## src/rtl/shift_reg.sv

```systemverilog
// Registered arithmetic right shifter: data_out <= floor(signed(data_in) / 2^shift_in).
// Optional build macro SHIFT_REG_ROUND_EN switches to round-half-up; ports are identical in both builds.
module shift_reg #(
    parameter int WIDTH = 8,
    parameter int SHW   = 8
) (
    input  logic             clk,
    input  logic             rst,
    input  logic [WIDTH-1:0] data_in,
    input  logic [SHW-1:0]   shift_in,
    output logic [WIDTH-1:0] data_out
);

    // Clamped shift amounts never exceed WIDTH, so CW bits are enough to hold them.
    localparam int CW = $clog2(WIDTH + 1);

    logic [31:0]             amt_wide;
    logic                    amt_sat;
    logic [CW-1:0]           amt;
    logic signed [WIDTH:0]   ext;
    logic signed [WIDTH:0]   shifted;
    logic [WIDTH-1:0]        result;
`ifdef SHIFT_REG_ROUND_EN
    logic signed [WIDTH:0]   bias;
    logic signed [WIDTH:0]   biased;
`endif

    // Large shift amounts are clamped rather than wrapped; WIDTH already floods every bit.
    always_comb begin
        amt_wide = 32'(shift_in);
        amt_sat  = (amt_wide >= 32'(WIDTH));
        amt      = amt_sat ? CW'(WIDTH) : CW'(amt_wide);
        ext      = {data_in[WIDTH-1], data_in};
    end

`ifdef SHIFT_REG_ROUND_EN
    // Half an LSB of the result is added one bit wider than the operand so the sum cannot overflow.
    always_comb begin
        bias    = '0;
        biased  = ext;
        shifted = ext;
        result  = data_in;
        if (amt_sat) begin
            result = '0;
        end else if (amt != '0) begin
            bias    = {{WIDTH{1'b0}}, 1'b1} << (amt - CW'(1));
            biased  = ext + bias;
            shifted = biased >>> amt;
            result  = shifted[WIDTH-1:0];
        end
    end
`else
    always_comb begin
        shifted = ext >>> amt;
        result  = shifted[WIDTH-1:0];
    end
`endif

    always_ff @(posedge clk or posedge rst) begin
        if (rst) begin
            data_out <= '0;
        end else begin
            data_out <= result;
        end
    end

endmodule

```

## config.mk

```make
export PLATFORM = sky130hd
export DESIGN_NAME = shift_reg
export DESIGN_NICKNAME = d
export VERILOG_FILES = /design/src/rtl/shift_reg.sv
export SDC_FILE = /design/constraint.sdc
export NUM_CORES = 1
export LEC_CHECK = 0
export ABC_AREA = 1
export BUFFER_PORTS_ARGS = -buffer_cell sky130_fd_sc_hd__clkbuf_2
export CAP_MARGIN = 40
export CORE_AREA = 10 10 47 49
export DETAILED_ROUTE_END_ITERATION = 8
export DIE_AREA = 0 0 57 59
export PLACE_DENSITY_LB_ADDON = 0.1
export SETUP_SLACK_MARGIN = 0.15
export SYNTH_ARGS = -nofsm -noshare
export SYNTH_HDL_FRONTEND = slang
export SYNTH_SLANG_ARGS = --single-unit
```

## constraint.sdc

```tcl
create_clock -name clk -period 0.8 [get_ports clk]
set_input_delay 0.08 -clock clk [delete_from_list [all_inputs] [get_ports clk]]
set_output_delay 0.08 -clock clk [all_outputs]
set_load 0.05 [all_outputs]
```

Yosys cells after proc, flatten, opt, wreduce, memory -nomap -nowiden. Cells that the tools add are included.

Output and inout bits: 8. Logic and storage cells: 4. Flip-flop bits (word level): 8.

Shift operators: 1. Magnitude comparators: 1. Multiplexer cells: 1.

Operator list (number): >= comparator 8 x 4 -> 1 bit (second input constant) (1); >>> shifter 8 x 4 -> 8 bit (1); two-way mux 4 bit (1).

Depth between registers and ports, before layout. Gate-level depths: netlist (run 1).

Word-level depth: 3. Gate-level depth with buffers: 8. Mapped depth without buffers: 8.

Least setup slack after synthesis (run 1). No wires, ideal clock.

Path type: input port to flip-flop. From: input shift_in[7]. To: register data_out[1]. Arrival: 797 ps. Setup slack: -122 ps. Buffers on the path: 0. Stages on the path: 8. Library setup time: 125 ps. Required time: 675 ps. Path through: nor2_4 nand3_4 nor2_8 inv_2 nand3_1 nand2_1 nand2_1 nand3_1.

Longest elaborated chain between the ends: 3.

RTL lines: start: declaration (line 10) `input logic [SHW-1:0] shift_in,`; >= comparator 8 x 4 -> 1 bit (line 31) `amt_sat = (amt_wide >= 32'(WIDTH));`; two-way mux 4 bit (line 32) `amt = amt_sat ? CW'(WIDTH) : CW'(amt_wide);`; >>> shifter 8 x 4 -> 8 bit (line 54) `shifted = ext >>> amt;`; via shifted[1] (line 21) `logic signed [WIDTH:0] shifted;`; end signal: assignment (line 63) `data_out <= result;`; end: declaration (line 11) `output logic [WIDTH-1:0] data_out`.

The timed path passes the listed nets, and every way through them passes these cells.

Final worst setup path (run 1).
From: register data_out[5]. To: output data_out[5].

No word-level cell between the ends.

==> metrics.txt, run 1 <==
Crit-path slowest cell dfrtp_2; Hold Startpoint data_in[7]; vias in the first global route between 600 and 700; crit path max fanout 1; Die ar. roughly 0.0034 mm2; Fmax between 1000 and 1500 MHz; antenna violations before repair 0; Seq cells post-synth 8; fin cells around 130; Num CTS Buffers 3; PD cells roughly 1200 mW/mm2; crit path capture type output port; CTS Buffer Depth 2; EDFF count, synth 0; Post-Synthesis Cells between 70 and 80; Remaining DRCs 0; Starting Density between 30 and 40%; max reg flops 8; die width around 57 um; number of cell rows 14; crit path kind reg2out; H-tree Lvls 1; ANT cells 0; Worst path max stage delay 400 ps; Finish-stage setup viols 15; Total Power approximately 1.1 mW; wire length per cell approximately 13 um; Min-Delay Endpoint data_out[7]; crit path from data_out[5]; first-pass GRT wire length 2.68 mm; vias 640; maximum VDD drop 0.545 mV; Fin Hold WS roughly 27 ps; CTS tree built; Nets 130; fraction of layout cells with a size suffix above 1 55.0%; I/O Buffers 25; largest registers data_out (8); hpwl dp between 1 and 1.5 mm; Slew HR between 70% and 80%; most flop-heavy register data_out; largest net degree at the start of global routing 9; clock root buffer clkbuf_4; Synth Net Count 95; Least-Margin Pin Slew 313 ps; vias per inst around 5; failing checks negative setup slack; worst path cell trace buf_8; leakage around 0.48 nW; outcome finished with violations; number of synthesis warnings 0; fin area slightly above 900 um2; worst hold stages 1; largest cells by area after synthesis dfrtp_1 36%, nand3_1 20%, nand2_1 19%, nor2_4 6.1%, inv_1 5.4%; FFs w/ async S/R, synth 100%; RSZ-0062 raised after global routing yes; global placer's final weighted congestion roughly 0.83; CTS clk-pin slew, worst paths ~50 ps; synth unique cells 12; gr usage total 9.87%; WP data required roughly 720 ps; DRT iter0 DRCs 9; Synth top cells by count 28 x nand2_1, 22 x nand3_1, 8 x dfrtp_1, 8 x inv_1, 3 x nor2_4; most instantiated library cell after synthesis nand2_1; WP buf/inv 1; grt ovf 0; area share of the largest cell type after synthesis 36.3%; minimum clock period between 800 and 900 ps; crit start category register; Routed Antenna Nets 0; Max Cap Viol 0; die height between 50 and 60 um; placeable core area between 0.001 and 0.0015 mm2; Mapped Area roughly 550 um2; pre-CTS setup slack -330 ps; Top delay family on crit path flip-flops; top cell type by total area after synthesis dfrtp_1; CP Depth 1; WL final ~1.7 mm; max-slew violations 0; Final Hold Vio Count 0; IO Pins 26; final worst slack -83.8 ps; Placed Area around 730 um2; Placed Instances 121; Worst EP arrival roughly 800 ps; synthesis-to-layout area growth 68.5%; period utilisation layout 110%; Sink Count 8; Main synth FF type dfrtp_1; synthesized area per cell just over 7 um2; DR pass1 iterations 4; Seq/Total Area, Yosys about 36%; Hold Crit Class in2reg
layout by cell type (no fill, tap or decap):
| master | Yosys | routed |
|---|---|---|
| dfrtp_1 | 8 | 2 |
| buf_6 | 0 | 3 |
| inv_6 | 0 | 1 |
| nor2_4 | 3 | 3 |
| nor2_8 | 1 | 1 |
| nand4_2 | 1 | 1 |
| dfrtp_2 | 0 | 6 |
| nor2_1 | 2 | 2 |
| nor2_2 | 1 | 1 |
| nand3_4 | 1 | 1 |
| clkbuf_1 | 0 | 1 |
| nand3_2 | 0 | 8 |
| nand2_2 | 0 | 7 |
| buf_8 | 0 | 8 |
| o21ai_1 | 0 | 1 |
| dlygate4sd3_1 | 0 | 1 |
| nand3_1 | 22 | 14 |
| clkbuf_2 | 0 | 15 |
| inv_1 | 8 | 8 |
| buf_4 | 0 | 3 |
| clkbuf_4 | 0 | 3 |
| nand2_1 | 28 | 21 |
area by class of cell:
class                   count  area [um2]
fillers                   120         472
multi-input cells          60         375
repair buffers             30         262
flip-flops and latches      8         208
inverters                   9        38.8
clock buffers               4        26.3
well taps                  16        20.0
worst max path at each step:
stage,endpoint
after CTS,data_out[5]
final,data_out[5]
after global placement,data_out[1]
after floorplan,data_out[1]
after global routing,data_out[0]
after detailed placement,data_out[1]
routing by layer:
layer / part of all wire, % / vias up / routed length, um / global-route usage, %
met5: 0 / - / 0 / 0
met4: 2.4 / 0 / 40 / 8.05
met3: 6.1 / 4 / 102 / 3.00
met2: 53 / 25 / 887 / 18.4
met1: 39 / 291 / 646 / 8.45
li1: - / 320 / - / -
where the power goes:
part	internal, mW	total, mW	switching (mW)
clock network	0.190	0.323	0.133
registers	0.432	0.447	0.0154
logic	0.151	0.359	0.207
metrics by stage:
step	util [%]	TNS (ps)
2_1_floorplan	-	-720
3_3_place_gp	52.1	-2080
3_5_place_dp	52.1	-2140
4_1_cts	62.1	-1040
5_1_grt	66.3	-1660
6_report	66.3	-934
cell families after synthesis:
kind of cell           share of synthesized area [%]
buffers and inverters                           6.12
DFF                                             36.3
AOI/OAI and AO/OA                              0.906
and+or+nand+nor                                 56.7
what timing repair did:
action / 4_1_cts / 5_1_grt
hold endpoints to repair: 8 / 0
setup buffers: 0 / 1
gates resized for setup: 26 / 20
hold buffers: 1 / 0
pin swaps: 7 / 9
endpoints found under the setup margin: 15 / 15
Note: power is estimated with default switching activity, not from simulation.
==> run 2: changes to the inputs <==
==> constraint.sdc (replaced) <==
create_clock -name clk -period 0.8 [get_ports clk]
set_input_delay 0.08 -clock clk [delete_from_list [all_inputs] [get_ports clk]]
set_output_delay 0.08 -clock clk [all_outputs]
set_load 0.01 [all_outputs]
==> metrics.txt, run 2 (synthesis results as in run 1) <==
outcome finished with violations; failing checks negative setup slack; synthesis-to-layout area growth 45.1%; minimum clock period 898 ps (+14.1 ps); Hold Crit Class in2reg; grt ovf 0 (unchanged); number of cell rows 14 (unchanged); maximum VDD drop 0.426 mV (-22%); clock root buffer clkbuf_4; DRT iter0 DRCs 18 (+9); Routed Antenna Nets 0 (unchanged); antenna violations before repair 0 (unchanged); wire length per cell 12.1 um (-8.5%); placeable core area 0.00140 mm2 (unchanged); Worst EP arrival 1020 ps (+220 ps); WL final 1.51 mm (-9.9%); vias in the first global route 642 (-6.4%); CTS clk-pin slew, worst paths 50 ps (about the same); WP data required 920 ps (+200 ps); fillcell total 149 (+24%); fin area 801 um2 (-14%); DR pass1 iterations 4 (unchanged); max reg flops 8 (unchanged); Fmax 1110 MHz (-1.6%); vias 604 (-5.6%); Nets 129 (-0.77%); most flop-heavy register data_out; Num CTS Buffers 3 (unchanged); crit start category primary input; Starting Density 39.4% (unchanged); Least-Margin Pin Slew 301 ps (-12.3 ps); commonest non-fill, non-tap cells in the layout 24 x nand2_1, 23 x clkbuf_2, 19 x nand3_1; I/O Buffers 25 (unchanged); crit path capture type register; Max Cap Viol 0 (unchanged); die height 59 um (unchanged); CTS tree built; die width 57 um (unchanged); CTS Buffer Depth 2 (unchanged); RSZ-0062 raised after global routing yes; max-slew violations 0 (unchanged); Sink Count 8 (unchanged); H-tree Lvls 1 (unchanged); period utilisation layout 112% (+1.8 points); pre-CTS setup slack -336 ps (-6.71 ps); fraction of layout cells with a size suffix above 1 42.2% (-13 points); largest registers data_out (8); final worst slack -97.9 ps (-14.1 ps); Placed Area 714 um2 (-2.1%); IO Pins 26 (unchanged); first-pass GRT wire length 2.53 mm (-5.7%); Die ar. 0.00336 mm2 (unchanged); GRT met1 Usage 8.71% (+0.27 points); met2 Usage GRT 16.6% (-1.9 points); Final Hold Vio Count 0 (unchanged); vias per inst 4.83 (-4.1%); global placer's final weighted congestion 0.798 (-4.2%); commonest non-fill, non-tap cell in the layout nand2_1; PD cells 1170 mW/mm2 (-3.6%); Slew HR 79.9% (+0.82 points); largest net degree at the start of global routing 9 (unchanged); GR Util met3 3.00% (unchanged); ANT cells 0 (unchanged); gr usage total 9.05% (-0.82 points); Remaining DRCs 0 (unchanged); crit path max fanout 5 (+4); gr busiest metal met2; hpwl dp 1.32 mm (+3.1%); crit path kind in2reg; Finish-stage setup viols 10 (-5); leakage 0.433 nW (-9.1%)
run 2: critical path, cell delays in order:
cell and delay (ps):
buf_6 90, nor2_4 160, nand3_4 160, nor2_4 170, nand2_2 80, nand2_1 60
nand2_1 60, nand3_1 80, nand3_1 70
run 2: cell type report:
type	instances	area [um2]	share of cell area, %
tap	16	20.0	2.50
timing repair buffer	29	170	21.2
multi-input combinational	60	352	43.9
clock buffer	3	22.5	2.81
inverter	9	36.3	4.53
sequential	8	200	25.0
run 2: repair_timing:
item | 4_1_cts | 5_1_grt
setup buffers | 1 | 0
endpoints found under the hold margin | 8 | 0
pin swaps | 6 | 2
endpoints found under the setup margin | 15 | 15
hold buffers | 1 | 0
resized for setup | 6 | 4
run 2: final timing paths:
kind | startpoint | to | slack [ps] | depth (start not counted)
min in group asynchronous | rst | data_out[7] | 300 | 3
max in group asynchronous | rst | data_out[5] | 290 | 3
worst max-delay path | shift_in[6] | data_out[0] | -100 | 9
worst min-delay path | data_in[7] | data_out[7] | 10 | 1
run 2: metal layers:
| metal | vias up | routed length [um] |
|---|---|---|
| li1 | 316 | - |
| met1 | 268 | 587 |
| met2 | 18 | 772 |
| met3 | 2 | 132 |
| met4 | 0 | 17 |
| met5 | - | 0 |
run 2: where the power goes:
group          total, mW  internal [mW]  switching (mW)
Combinational      0.224         0.0964           0.127
Clock              0.278          0.170           0.109
Sequential         0.435          0.429         0.00632
run 2: metrics by stage:
step / instances / power [mW] / hold slack [ps] / utilization [%] / setup TNS [ps]
5_1_grt: 125 / 1.00 / 14.0 / 57.1 / -1160
3_3_place_gp: 120 / 0.643 / 4.82 / 51.0 / -2020
3_5_place_dp: 120 / 0.646 / 9.55 / 51.0 / -2090
2_1_floorplan: 77 / 0.542 / -104 / - / -713
4_1_cts: 125 / 0.940 / 9.19 / 55.3 / -454
6_report: 125 / 0.937 / 13.8 / 57.1 / -510
